### config.mk
export PLATFORM = sky130hd
export DESIGN_NAME = aes_bram_block_reader
export DESIGN_NICKNAME = d
export VERILOG_FILES = /design/src/rtl/aes_bram_pkg.sv /design/src/rtl/aes_bram_block_reader_watchdog.sv /design/src/rtl/aes_bram_block_reader.sv
export SDC_FILE = /design/constraint.sdc
export NUM_CORES = 1
export LEC_CHECK = 0
export ABC_AREA = 0
export CAP_MARGIN = 20
export CORE_MARGIN = 3
export CORE_UTILIZATION = 53
export CTS_BUF_LIST = sky130_fd_sc_hd__clkbuf_2
export CTS_CLUSTER_DIAMETER = 50
export DETAILED_ROUTE_END_ITERATION = 6
export GPL_TIMING_DRIVEN = 0
export PLACE_DENSITY = 0.86
export SYNTH_ARGS = -nofsm -noshare
export SYNTH_HDL_FRONTEND = slang
export SYNTH_SLANG_ARGS = --single-unit
### constraint.sdc
create_clock -name axi_clk -period 4.86 [get_ports axi_clk]
set_input_delay 0.972 -clock axi_clk [delete_from_list [all_inputs] [get_ports axi_clk]]
set_output_delay 0.972 -clock axi_clk [all_outputs]
set_load 0.05 [all_outputs]
### src/rtl/aes_bram_pkg.sv
// Shared definitions for the AES BRAM block reader and its future writer counterpart.
// State encodings are plain constants so legacy code can compare them numerically.
package aes_bram_pkg;

  localparam int WORD_W              = 32;
  localparam int BLOCK_W             = 128;
  localparam int DEFAULT_ADDR_STRIDE = 4;

  typedef logic [2:0]        state_t;
  typedef logic [WORD_W-1:0] word_t;

  localparam state_t ST_IDLE  = 3'd0;
  localparam state_t ST_REQ   = 3'd1;
  localparam state_t ST_REL   = 3'd2;
  localparam state_t ST_DONE  = 3'd3;
  localparam state_t ST_ABORT = 3'd4;

endpackage

### src/rtl/aes_bram_block_reader_watchdog.sv
// Handshake watchdog: up-counter cleared on every phase entry, flags the last allowed cycle.
module bram_hs_watchdog #(
  parameter int TIMEOUT_CYCLES = 1023
) (
  input  logic axi_clk,
  input  logic axi_rst,
  input  logic clear,
  input  logic enable,
  output logic expired
);

  localparam int CNT_W = $clog2(TIMEOUT_CYCLES + 1);

  logic [CNT_W-1:0] count;

  // Expired on the cycle that would complete TIMEOUT_CYCLES cycles in the current phase.
  assign expired = enable && (count >= CNT_W'(TIMEOUT_CYCLES - 1));

  always_ff @(posedge axi_clk or negedge axi_rst) begin
    if (!axi_rst) begin
      count <= '0;
    end else if (clear) begin
      count <= '0;
    end else if (enable && !expired) begin
      count <= count + CNT_W'(1);
    end
  end

endmodule

### src/rtl/aes_bram_block_reader.sv
// Fetches WORDS_PER_BLOCK words over the four-phase BRAM read handshake and
// hands the assembled AES block downstream on a valid/ready interface.
module aes_bram_block_reader
  import aes_bram_pkg::*;
#(
  parameter int WORDS_PER_BLOCK = 4,
  parameter int ADDR_STRIDE     = DEFAULT_ADDR_STRIDE,
  parameter int TIMEOUT_CYCLES  = 1023
) (
  input  logic                              axi_clk,
  input  logic                              axi_rst,
  input  logic                              cmd_valid,
  output logic                              cmd_ready,
  input  logic [31:0]                       cmd_base_addr,
  output logic                              bram_start_read,
  output logic [31:0]                       bram_addr,
  input  logic [31:0]                       bram_read_data,
  input  logic                              bram_complete,
  output logic                              blk_valid,
  input  logic                              blk_ready,
  output logic [WORD_W*WORDS_PER_BLOCK-1:0] blk_data,
  output logic                              busy,
  output logic                              err_timeout
);

  localparam int               IDX_W    = (WORDS_PER_BLOCK > 1) ? $clog2(WORDS_PER_BLOCK) : 1;
  localparam logic [IDX_W-1:0] LAST_IDX = IDX_W'(WORDS_PER_BLOCK - 1);

  state_t           state;
  state_t           state_nx;
  logic [IDX_W-1:0] word_idx;
  logic             wd_clear;
  logic             wd_enable;
  logic             wd_expired;

  // Handshake outputs are pure decodes of the state register, so a reset drops them at once.
  assign cmd_ready       = (state == ST_IDLE);
  assign busy            = (state != ST_IDLE);
  assign bram_start_read = (state == ST_REQ);
  assign blk_valid       = (state == ST_DONE);

  assign wd_enable = (state == ST_REQ) || (state == ST_REL);
  assign wd_clear  = (state_nx != state);

  bram_hs_watchdog #(
    .TIMEOUT_CYCLES (TIMEOUT_CYCLES)
  ) u_watchdog (
    .axi_clk (axi_clk),
    .axi_rst (axi_rst),
    .clear   (wd_clear),
    .enable  (wd_enable),
    .expired (wd_expired)
  );

  always_comb begin
    state_nx = state;
    case (state)
      ST_IDLE:  if (cmd_valid) state_nx = ST_REQ;
      ST_REQ: begin
        if (bram_complete)   state_nx = ST_REL;
        else if (wd_expired) state_nx = ST_ABORT;
      end
      // A new request only follows once the responder has released complete.
      ST_REL: begin
        if (!bram_complete)  state_nx = (word_idx == LAST_IDX) ? ST_DONE : ST_REQ;
        else if (wd_expired) state_nx = ST_ABORT;
      end
      ST_DONE:  if (blk_ready) state_nx = ST_IDLE;
      ST_ABORT: if (!bram_complete) state_nx = ST_IDLE;
      default:  state_nx = ST_IDLE;
    endcase
  end

  always_ff @(posedge axi_clk or negedge axi_rst) begin
    if (!axi_rst) begin
      state       <= ST_IDLE;
      word_idx    <= '0;
      bram_addr   <= '0;
      blk_data    <= '0;
      err_timeout <= 1'b0;
    end else begin
      state <= state_nx;
      case (state)
        ST_IDLE: begin
          if (cmd_valid) begin
            bram_addr   <= cmd_base_addr;
            word_idx    <= '0;
            err_timeout <= 1'b0;
          end
        end
        ST_REQ: begin
          if (bram_complete) begin
            for (int i = 0; i < WORDS_PER_BLOCK; i++) begin
              if (word_idx == IDX_W'(i)) begin
                blk_data[WORD_W*(WORDS_PER_BLOCK-1-i) +: WORD_W] <= bram_read_data;
              end
            end
          end else if (wd_expired) begin
            err_timeout <= 1'b1;
          end
        end
        ST_REL: begin
          if (!bram_complete) begin
            if (word_idx != LAST_IDX) begin
              word_idx  <= word_idx + IDX_W'(1);
              bram_addr <= bram_addr + 32'(ADDR_STRIDE);
            end
          end else if (wd_expired) begin
            err_timeout <= 1'b1;
          end
        end
        default: ;
      endcase
    end
  end

endmodule

After elaboration in Yosys (flattened, before gate mapping)
Cells that the tools add are included.

storage, ports and cells
  output and inout bits = 165
  logic and storage cells = 66
  bits in registers = 176
  input port bits = 69

cells by class
  reduce and logical (&&, ||, !) cells = 16
  add/sub/neg operators = 3
  magnitude comparators = 1
  mux-type cells = 23
  equal/unequal tests = 14

operators with widths
  cell                                                        number
  two-way mux 32 bit                                          3
  one-hot mux 32 bit (2 select lines)                         1
  adder 32 x 3 -> 32 bit (second input constant)              1
  two-way mux 10 bit                                          2
  two-way mux 3 bit                                           6
  one-hot mux 3 bit (5 select lines)                          1
  AND reduction 3 bit                                         4
  adder 10 x 1 -> 10 bit (second input constant)              1
  greater-or-equal comparator 10 bit (second input constant)  1
  inequality test 2 bit (second input constant)               5
  two-way mux 2 bit                                           4
  AND reduction 4 bit                                         2
  equality test 3 x 2 -> 1 bit (second input constant)        2
  nonzero test 3 bit                                          2
  equality test 2 bit (second input constant)                 2
  two-way mux 1 bit                                           4
  one-hot mux 2 bit (2 select lines)                          1
  nonzero test 2 bit                                          2
  equality test 3 x 1 -> 1 bit (second input constant)        1
  equality test 3 bit (second input constant)                 1
  zero test 3 bit                                             1
  inequality test 3 bit                                       1
  one-hot mux 1 bit (3 select lines)                          1
  adder 2 x 1 -> 2 bit (second input constant)                1
  6 further kinds                                             7

Longest topological paths before layout
Gate-level depths: netlist (run 1).

  depth after elaboration = 8
  gate-level depth with buffers = 8

Cells and area by module
From an unflattened synthesis (run 1), not the netlist that was laid out.

unflattened totals
  cells, all modules = 657
  area, all modules = 8065.2 um^2

by module, submodules not included
  module                 instances  sequential area each (um^2)  area each (um^2)  cells each
  aes_bram_block_reader  1          4154.0                       7493.4            601
  bram_hs_watchdog       1          250.2                        571.8             56

Worst setup path after synthesis (run 1)
No wires, ideal clock.

  path kind = register -> output
  start point = reg state[1]
  end point = out blk_valid
  buffers on the path = 1
  required time = 3.888 ns
  path slack = 2.095 ns
  arrival = 1.793 ns
  stages on the path, launching flop included = 4
  cell sequence = dfrtp_1 buf_2 inv_1 nor3_1

on the way
  word-level cells in the longest chain between the ends = 1

RTL lines
  what                          line                         text
  start, declared               aes_bram_block_reader.sv:29  state_t state;
  start signal, assigned        aes_bram_block_reader.sv:82  state <= state_nx;
  equality test 3 x 2 -> 1 bit  aes_bram_block_reader.sv:40  assign blk_valid = (state == ST_DONE);
  end, declared                 aes_bram_block_reader.sv:19  output logic blk_valid,

No other way between the ends.

Worst setup path after layout (run 1)
Same ends and word-level chain as after synthesis.

==> impl_metrics.ini, run 1 <==
[timing]
holdWs_ns = 0.110
period_share_pct = 78.7
worstMarginPinSlew_ns = 0.722
worst_slack_ns = 1.04
rsz0062_at_grt = false
setup_violations = 0
hold_viol_final = 0
max_slew_margin_pct = 51.8
final_max_slew_viol_count = 0
min_period_ns = 3.82
fin_skew_ns = 0.0599
max_freq_mhz = 262

[global_routing]
grt_pass1_vias = 6429
grt_pass1_wl_mm = 34.4
antenna_found_initial = 0
grt_max_degree = 107
grt_usage_pct = 27.0
grt-ovfl-total = 0

[detailed_routing]
drt-wirelength-per-cell_um = 19.9
drtAntennaViolNets = 0
firstDrtPassIters = 5
drc_errors = 0
via_per_inst = 5.89
wirelength_mm = 21.6
drt_iter0_markers = 513
via_count = 6381

[die]
io_pins = 234
die_h_um = 127
start_util_pct = 55.2
design.die.area_mm2 = 0.0162
num_rows = 43
die_w_um = 127
core_mm2 = 0.0141

[worst_setup_path]
max_stage_delay_ns = 0.89
crit_type = register to output port
crit_chain = buf_2, inv_1, nor3_1, clkdlybuf4s50_1
worst_setup_path_start_kind = register
cp.arrival_ns = 2.85
critPathRequiredTime_ns = 3.89
crit_path_top_delay_cell = clkdlybuf4s50_1
cp_max_fo = 10
end_kind = output port

[place]
port_buffers = 233
dpl.hpwl_mm = 16.1
dp_slack_ns = 1.84
gp_congestion = 0.876
placed_cell_area_mm2 = 0.0104

[flow_run]
cap_viol_max_count = 0

[final_layout]
drive_above_1_share_pct = 19.1
fin_util_pct = 75.2
n_antenna_cell = 0
num-fill-cells = 929
fin_nets = 967
fin_area_mm2 = 0.0106
syn2layout_area_growth_pct = 36.3

[clock_tree]
clk_pin_slew_ns = 0.25
cts.sinks = 176
hold_buffers = 0
cts_tree = built
cts_made_buffers = 17
h-tree-depth = 4
cts_resized = 0
post-cts-setup-buffers = 0
root_buffer = clkbuf_2
clkLatencyLatePin_ns = 0.78
clock_path_buffers = 2

[pwr]
power-per-cell-area_mw_per_mm2 = 739
peakVddDrop_v = 0.000507
leakage_nw = 4.60
p_total_mw = 7.83

[logic_synthesis]
ys.flop_type = dfrtp_1
syn_avg_cell_area_um2 = 12.2
synth-edff-count = 0
synth.yosys.seq_area_share_pct = 56.6
synthArstFlopShare_pct = 100
synth_nets = 714
ys_ff_latch = 176
ys_types = 53
syn_area_mm2 = 0.00778
ys_warn_count = 0
syn_inst = 638

[hold_path]
holdCritPathClass = primary input to async pin

[outcome]
status = finished clean
[registers in the layout, indices dropped and copies added, names as in the netlist]
| register | flops |
|---|---|
| blk_data | 128 |
| bram_addr | 32 |
| u_watchdog.count | 10 |
| state | 3 |
| word_idx | 2 |
| err_timeout | 1 |
[cell type report]
type | count | area, um2 | area share, %
Sequential cell | 176 | 4400 | 41.6
Inverter | 12 | 45.0 | 0.425
Buffer | 32 | 135 | 1.27
Multi-Input combinational cell | 418 | 3190 | 30.1
Clock inverter | 14 | 140 | 1.32
Tap cell | 180 | 225 | 2.12
Clock buffer | 18 | 90.1 | 0.850
Timing Repair Buffer | 234 | 2360 | 22.3
[cell usage after synthesis (4+ instances only)]
master | instances | area, um2
mux2_1 | 8 | 90.1
a211oi_1 | 4 | 30.0
clkbuf_1 | 9 | 33.8
o21ai_0 | 23 | 115
mux2_2 | 122 | 1370
xnor2_1 | 5 | 43.8
a31oi_1 | 4 | 25.0
nor3_1 | 10 | 50.1
and2_1 | 4 | 25.0
and3_1 | 9 | 56.3
a21oi_1 | 35 | 175
nor2_1 | 35 | 131
o22a_1 | 8 | 70.1
inv_1 | 12 | 45.0
dfrtp_1 | 176 | 4400
o22ai_1 | 11 | 68.8
a2bb2oi_1 | 8 | 70.1
nand3_1 | 23 | 115
nand2_1 | 38 | 143
ha_1 | 7 | 87.6
buf_2 | 12 | 60.1
buf_1 | 11 | 41.3
nand4_1 | 10 | 62.6
or3_1 | 6 | 37.5
and4_1 | 4 | 35.0
[power by group]
part	internal, mW	total, mW	switching [mW]
clock	0.236	0.746	0.509
sequential	2.00	2.44	0.438
combinational	1.63	4.65	3.02
total	3.86	7.83	3.97
[worst max-delay path, delay by kind of cell (launching register included)]
kind | cells | cell delay (ns)
AND/OR/NAND/NOR | 1 | 0.37
flip-flops | 1 | 0.47
buffers and inverters | 3 | 1.26
[metal layers]
| layer | share of wire, % | GRT usage [%] | up-vias |
|---|---|---|---|
| li1 | - | - | 2848 |
| met1 | 40 | 35.0 | 3153 |
| met2 | 49 | 45.2 | 338 |
| met3 | 8.3 | 6.35 | 42 |
| met4 | 2.2 | 8.90 | 0 |
| met5 | 0 | 0 | - |
[cells by family after synthesis]
logic type | share of synthesized area, %
AO/OA/AOI/OAI | 9.72
XOR/XNOR | 0.901
adder cells (fa/ha/maj) | 1.13
buffers and inverters | 2.32
flip-flops | 56.6
multiplexers | 19.2
AND/OR/NAND/NOR | 10.1
[cells in the final DEF (no fill, tap or decap), types with 4 or more instances in the layout]
| master | instances |
|---|---|
| and2_1 | 4 |
| clkdlybuf4s50_1 | 232 |
| o22a_1 | 8 |
| mux2_2 | 122 |
| inv_1 | 12 |
| xnor2_1 | 5 |
| mux2_1 | 8 |
| a2bb2oi_1 | 8 |
| buf_2 | 12 |
| o21ai_0 | 23 |
| a31oi_1 | 4 |
| and3_1 | 9 |
| nand2_1 | 38 |
| dfrtp_1 | 176 |
| buf_1 | 11 |
| or3_1 | 6 |
| nand3_1 | 23 |
| ha_1 | 7 |
| nor3_1 | 10 |
| a211oi_1 | 4 |
| nor2_1 | 35 |
| nand4_1 | 10 |
| a21oi_1 | 35 |
| and4_1 | 4 |
| o22ai_1 | 11 |
| clkbuf_2 | 18 |
| clkbuf_1 | 9 |
[path summary, 6_finish.rpt]
| check | depth (start not counted) | slack [ns] | startpoint | endpoint |
|---|---|---|---|---|
| min in group axi_clk | 1 | 0.53 | blk_data[85] | blk_data[85] |
| worst max register to register | 6 | 2.54 | word_idx[0] | bram_addr[19] |
| worst min register to register | 1 | 0.53 | blk_data[85] | blk_data[85] |
| max in group asynchronous | 2 | 3.82 | axi_rst | blk_data[67] |
| worst max-delay path | 4 | 1.04 | state[1] | blk_valid |
| worst min-delay path | 1 | 0.11 | axi_rst | blk_data[24] |
[per-stage QoR]
stage          cells  setup TNS, ns
6_report        1084              0
3_3_place_gp    1051        -689.49
2_1_floorplan    638              0
3_5_place_dp    1052              0
5_1_grt         1084              0
4_1_cts         1084              0
(Power assumes the default switching activity.)
==> run 2, diff against run 1 <==
- CORE_UTILIZATION: 53 -> 49
- PLACE_DENSITY: 0.86 -> 0.8
- clock period: 4.86 -> 3.7 ns (I/O delays scaled with it)
==> run 2 against run 1 <==
Die area rose by 7.8%. Combinational power rose by 30%. Sequential power rose by 32%. Clock-buffer cell count fell by 1. Routed wire length fell by 1.4%. Power rose by 29%. Via count fell by 0.55%. Cell count rose by 3.0%. Utilization fell by 6.1 points. Sequential share of layout area fell by 0.054 points. Clock skew fell by 0.033 ns.
==> impl_metrics.ini, run 2 (synthesized netlist as in run 1, its figures left out) <==
[place]
dp_slack_ns = 0.840
gp_congestion = 0.904
placed_cell_area_mm2 = 0.0104
dpl.hpwl_mm = 16.0
port_buffers = 233

[final_layout]
fin_area_mm2 = 0.0106
fin_nets = 968
syn2layout_area_growth_pct = 36.4
layout_common_cells = clkdlybuf4s50_1 (232), dfrtp_1 (176), mux2_2 (122), nand2_1 (38)
num-fill-cells = 1131
largest_reg_flops = 128
n_antenna_cell = 0
top_regs = blk_data: 128 flops, bram_addr: 32 flops, u_watchdog.count: 10 flops
top_register = blk_data
final_common_cell = clkdlybuf4s50_1
drive_above_1_share_pct = 19.1

[outcome]
status = finished clean

[die]
start_util_pct = 50.6
die_w_um = 132
die_h_um = 132
io_pins = 234
num_rows = 45
core_mm2 = 0.0154
design.die.area_mm2 = 0.0174

[hold_path]
holdCritPathClass = register to register

[detailed_routing]
via_count = 6346
via_per_inst = 5.69
wirelength_mm = 21.3
drt_iter0_markers = 438
drtAntennaViolNets = 0
drt-wirelength-per-cell_um = 19.1
firstDrtPassIters = 5
drc_errors = 0

[clock_tree]
post-cts-setup-buffers = 0
clock_path_buffers = 2
cts_made_buffers = 17
clk_pin_slew_ns = 0.24
cts_resized = 0
hold_buffers = 1
h-tree-depth = 4
cts_tree = built
clkLatencyLatePin_ns = 0.74
root_buffer = clkbuf_2
cts.sinks = 176

[global_routing]
grt_usage_pct = 24.5
grt_max_degree = 98
grt_pass1_vias = 6592
antenna_found_initial = 0
grt_pass1_wl_mm = 34.5
grt-ovfl-total = 0

[worst_setup_path]
crit_chain = buf_2, buf_2, inv_1, nand3_1, inv_1, clkdlybuf4s50_1
crit_type = register to output port
crit_path_top_delay_cell = clkdlybuf4s50_1
worst_setup_path_start_kind = register
max_stage_delay_ns = 0.80
end_kind = output port
critPathRequiredTime_ns = 2.96
cp_max_fo = 10
cp.arrival_ns = 2.71

[timing]
fin_skew_ns = 0.0273
max_slew_margin_pct = 50.7
min_period_ns = 3.45
tns_ns = 0
worst_slack_ns = 0.248
setup_violations = 0
final_max_slew_viol_count = 0
max_freq_mhz = 290
holdWs_ns = 0.529
worstMarginPinSlew_ns = 0.740
period_share_pct = 93.3
rsz0062_at_grt = false
hold_viol_final = 0

[pwr]
p_total_mw = 10.1
leakage_nw = 4.59
power-per-cell-area_mw_per_mm2 = 955
peakVddDrop_v = 0.000612

[flow_run]
cap_viol_max_count = 0
[run 2: final timing paths]
kind                              start       endpoint  slack, ns  depth (start not counted)
setup / recovery               state[2]      cmd_ready       0.25                          6
setup reg to reg            word_idx[0]  bram_addr[23]       1.33                          6
hold reg to reg            blk_data[88]   blk_data[88]       0.53                          1
max in group asynchronous       axi_rst    blk_data[1]       2.26                          3
hold / removal             blk_data[88]   blk_data[88]       0.53                          1
min in group asynchronous       axi_rst   blk_data[54]       0.59                          2
[run 2: per-layer routing]
layer / up-vias / wire, um / share of wire, % / global-route usage (%)
met3: 27 / 1900 / 8.9 / 6.15
li1: 2839 / - / - / -
met5: - / 0 / 0 / 0
met2: 346 / 10600 / 50 / 41.7
met1: 3134 / 8570 / 40 / 31.3
met4: 0 / 265 / 1.2 / 7.23
[run 2: area by class of cell]
type | count | area (um2) | area share, %
plain buffers | 32 | 135 | 1.27
clock buffers | 17 | 85.1 | 0.802
clock inverters | 15 | 110 | 1.04
inverters | 12 | 45.0 | 0.424
multi-input cells | 418 | 3190 | 30.1
flip-flops and latches | 176 | 4400 | 41.5
well taps | 211 | 264 | 2.49
repair buffers | 235 | 2370 | 22.4
[run 2: worst max-delay path, delay by kind of cell (launching register included)]
family	cells	cell delay [ns]
buf+inv	5	1.40
flops	1	0.42
simple gates	1	0.16
[run 2: power by group]
group | total, mW | switching, mW | internal, mW
Sequential | 3.22 | 0.587 | 2.63
Combinational | 6.05 | 3.92 | 2.13
Clock | 0.862 | 0.677 | 0.185
[run 2: through the flow]
stage               std cells  util (%)
floorplan                 638         -
global placement         1082      67.5
detailed placement       1083      67.7
CTS                      1116      69.0
global route             1116      69.0
finish                   1116      69.0
==> run 3, diff against run 2 <==
- CORE_ASPECT_RATIO: not set -> 0.8
==> run 3 against run 2 <==
Fmax is 2.3% lower. Sequential share of layout area down 0.31 points. Clock skew grew 0.011 ns. Die area barely moved. Worst hold slack worse by 0.11 ns. Routed wire length is 7.2% higher. Via count grew 0.88%. Worst setup slack worse by 0.082 ns. Global-route usage grew 1.8 points. Utilization grew 1.0 points. Cell area is 0.74% higher. Critical path type unchanged.
==> impl_metrics.ini, run 3 (synthesized netlist as in run 1, its figures left out) <==
[place]
port_buffers = 233
placed_cell_area_mm2 = 0.0104
gp_congestion = 0.931
dpl.hpwl_mm = 17.1

[worst_setup_path]
worst_setup_path_start_kind = register
r2r_end = bram_addr[7]
cp_max_fo = 10
end_kind = output port
rr_startpoint = word_idx[0]
cp-endpoint = blk_valid
ff2ff_path_depth = 6
critPathRequiredTime_ns = 2.96
r2r_setup_slack_ns = 1.28
startpoint = state[1]
cp.arrival_ns = 2.79
crit_type = register to output port

[detailed_routing]
drtAntennaViolNets = 0
wirelength_mm = 22.8
firstDrtPassIters = 7
drt-wirelength-per-cell_um = 20.5
drc_errors = 0
via_count = 6402
drt_iter0_markers = 445
via_per_inst = 5.74

[timing]
max_freq_mhz = 283
tns_ns = 0
min_period_ns = 3.53
holdWs_ns = 0.416
final_max_slew_viol_count = 0
rsz0062_at_grt = false
max_slew_margin_pct = 45.4
hold_viol_final = 0
setup_violations = 0
worstMarginPinSlew_ns = 0.813
fin_skew_ns = 0.0384
period_share_pct = 95.5

[clock_tree]
clock_path_buffers = 2
clk_pin_slew_ns = 0.28
h-tree-depth = 4
cts_tree = built
cts_made_buffers = 17
clkLatencyLatePin_ns = 0.81
root_buffer = clkbuf_2
cts.sinks = 176
cts_resized = 0

[final_layout]
num-fill-cells = 1102
final_common_cell = clkdlybuf4s50_1
fin_nets = 968
fin_util_pct = 70.0
layout_common_cells = clkdlybuf4s50_1 (232), dfrtp_1 (176), mux2_2 (122), nand2_1 (38)
drive_above_1_share_pct = 19.4
fin_area_mm2 = 0.0107
top_register = blk_data
n_antenna_cell = 0
top_regs = blk_data: 128 flops, bram_addr: 32 flops, u_watchdog.count: 10 flops
syn2layout_area_growth_pct = 37.4
largest_reg_flops = 128

[die]
die_w_um = 147
core_mm2 = 0.0153
start_util_pct = 51.0
design.die.area_mm2 = 0.0174
die_h_um = 119
num_rows = 40
io_pins = 234

[global_routing]
grt-ovfl-total = 0
grt_usage_pct = 26.3
grt_pass1_wl_mm = 36.0
grt_max_degree = 114
antenna_found_initial = 0
grt_pass1_vias = 6302

[pwr]
power-per-cell-area_mw_per_mm2 = 974
leakage_nw = 4.63
peakVddDrop_v = 0.000689

[hold_path]
holdCritPathClass = primary input to async pin

[flow_run]
cap_viol_max_count = 0

[outcome]
status = finished clean
==> run 3: cell types whose count changed in the layout (fill, tap and decap cells not counted), sizes merged <==
cell,change
inv,+4
clkinv,-6
bufinv,+2
==> run 3: final cells by class <==
cell class,instances,area [um2],share of cell area (%)
multi-input combinational,418,3190,29.9
sequential,176,4400,41.2
buffer,32,135,1.26
clock inverter,15,190,1.78
inverter,12,45.0,0.421
clock buffer,17,85.1,0.796
tap,210,263,2.46
timing repair buffer,235,2370,22.2
==> run 3: how the worst min path moves through the flow <==
stage / start / to / slack [ns]
2_1_floorplan: axi_rst / blk_data[0] / 0.44
6_report: axi_rst / bram_addr[10] / 0.42
3_5_place_dp: blk_data[83] / blk_data[83] / 0.49
4_1_cts: axi_rst / bram_addr[10] / 0.38
5_1_grt: axi_rst / bram_addr[11] / 0.37
3_3_place_gp: blk_data[83] / blk_data[83] / 0.48
==> run 3: report_power, final <==
part           switching [mW]  internal (mW)
Combinational            3.98           2.13
Clock                   0.758          0.351
Sequential              0.560           2.63
Total                    5.30           5.11
==> run 3: what timing repair did <==
action,CTS,global route
hold buffers,1,0
setup buffers,0,0
hold endpoints to repair,63,0
==> run 3: worst max-delay path, stage by stage (launching register included) <==
cell	delay, ns
dfrtp_1	0.46
buf_2	0.24
inv_1	0.14
nor3_1	0.31
clkdlybuf4s50_1	0.87
==> run 3: metal layers <==
layer	part of all wire [%]	GRT usage, %	routed length, um
met3	7.4	5.48	1690
met2	48	42.6	10900
met4	2.6	7.99	585
met1	42	36.0	9640
met5	0	0	0
==> run 3: per-stage QoR <==
stage / power, mW / cells / setup slack (ns)
3_3_place_gp: 9.19 / 1081 / -4.91
4_1_cts: 10.4 / 1115 / 0.138
3_5_place_dp: 9.33 / 1082 / 0.801
5_1_grt: 10.9 / 1115 / 0.00206
2_1_floorplan: 7.14 / 638 / 1.17
6_report: 10.4 / 1115 / 0.166
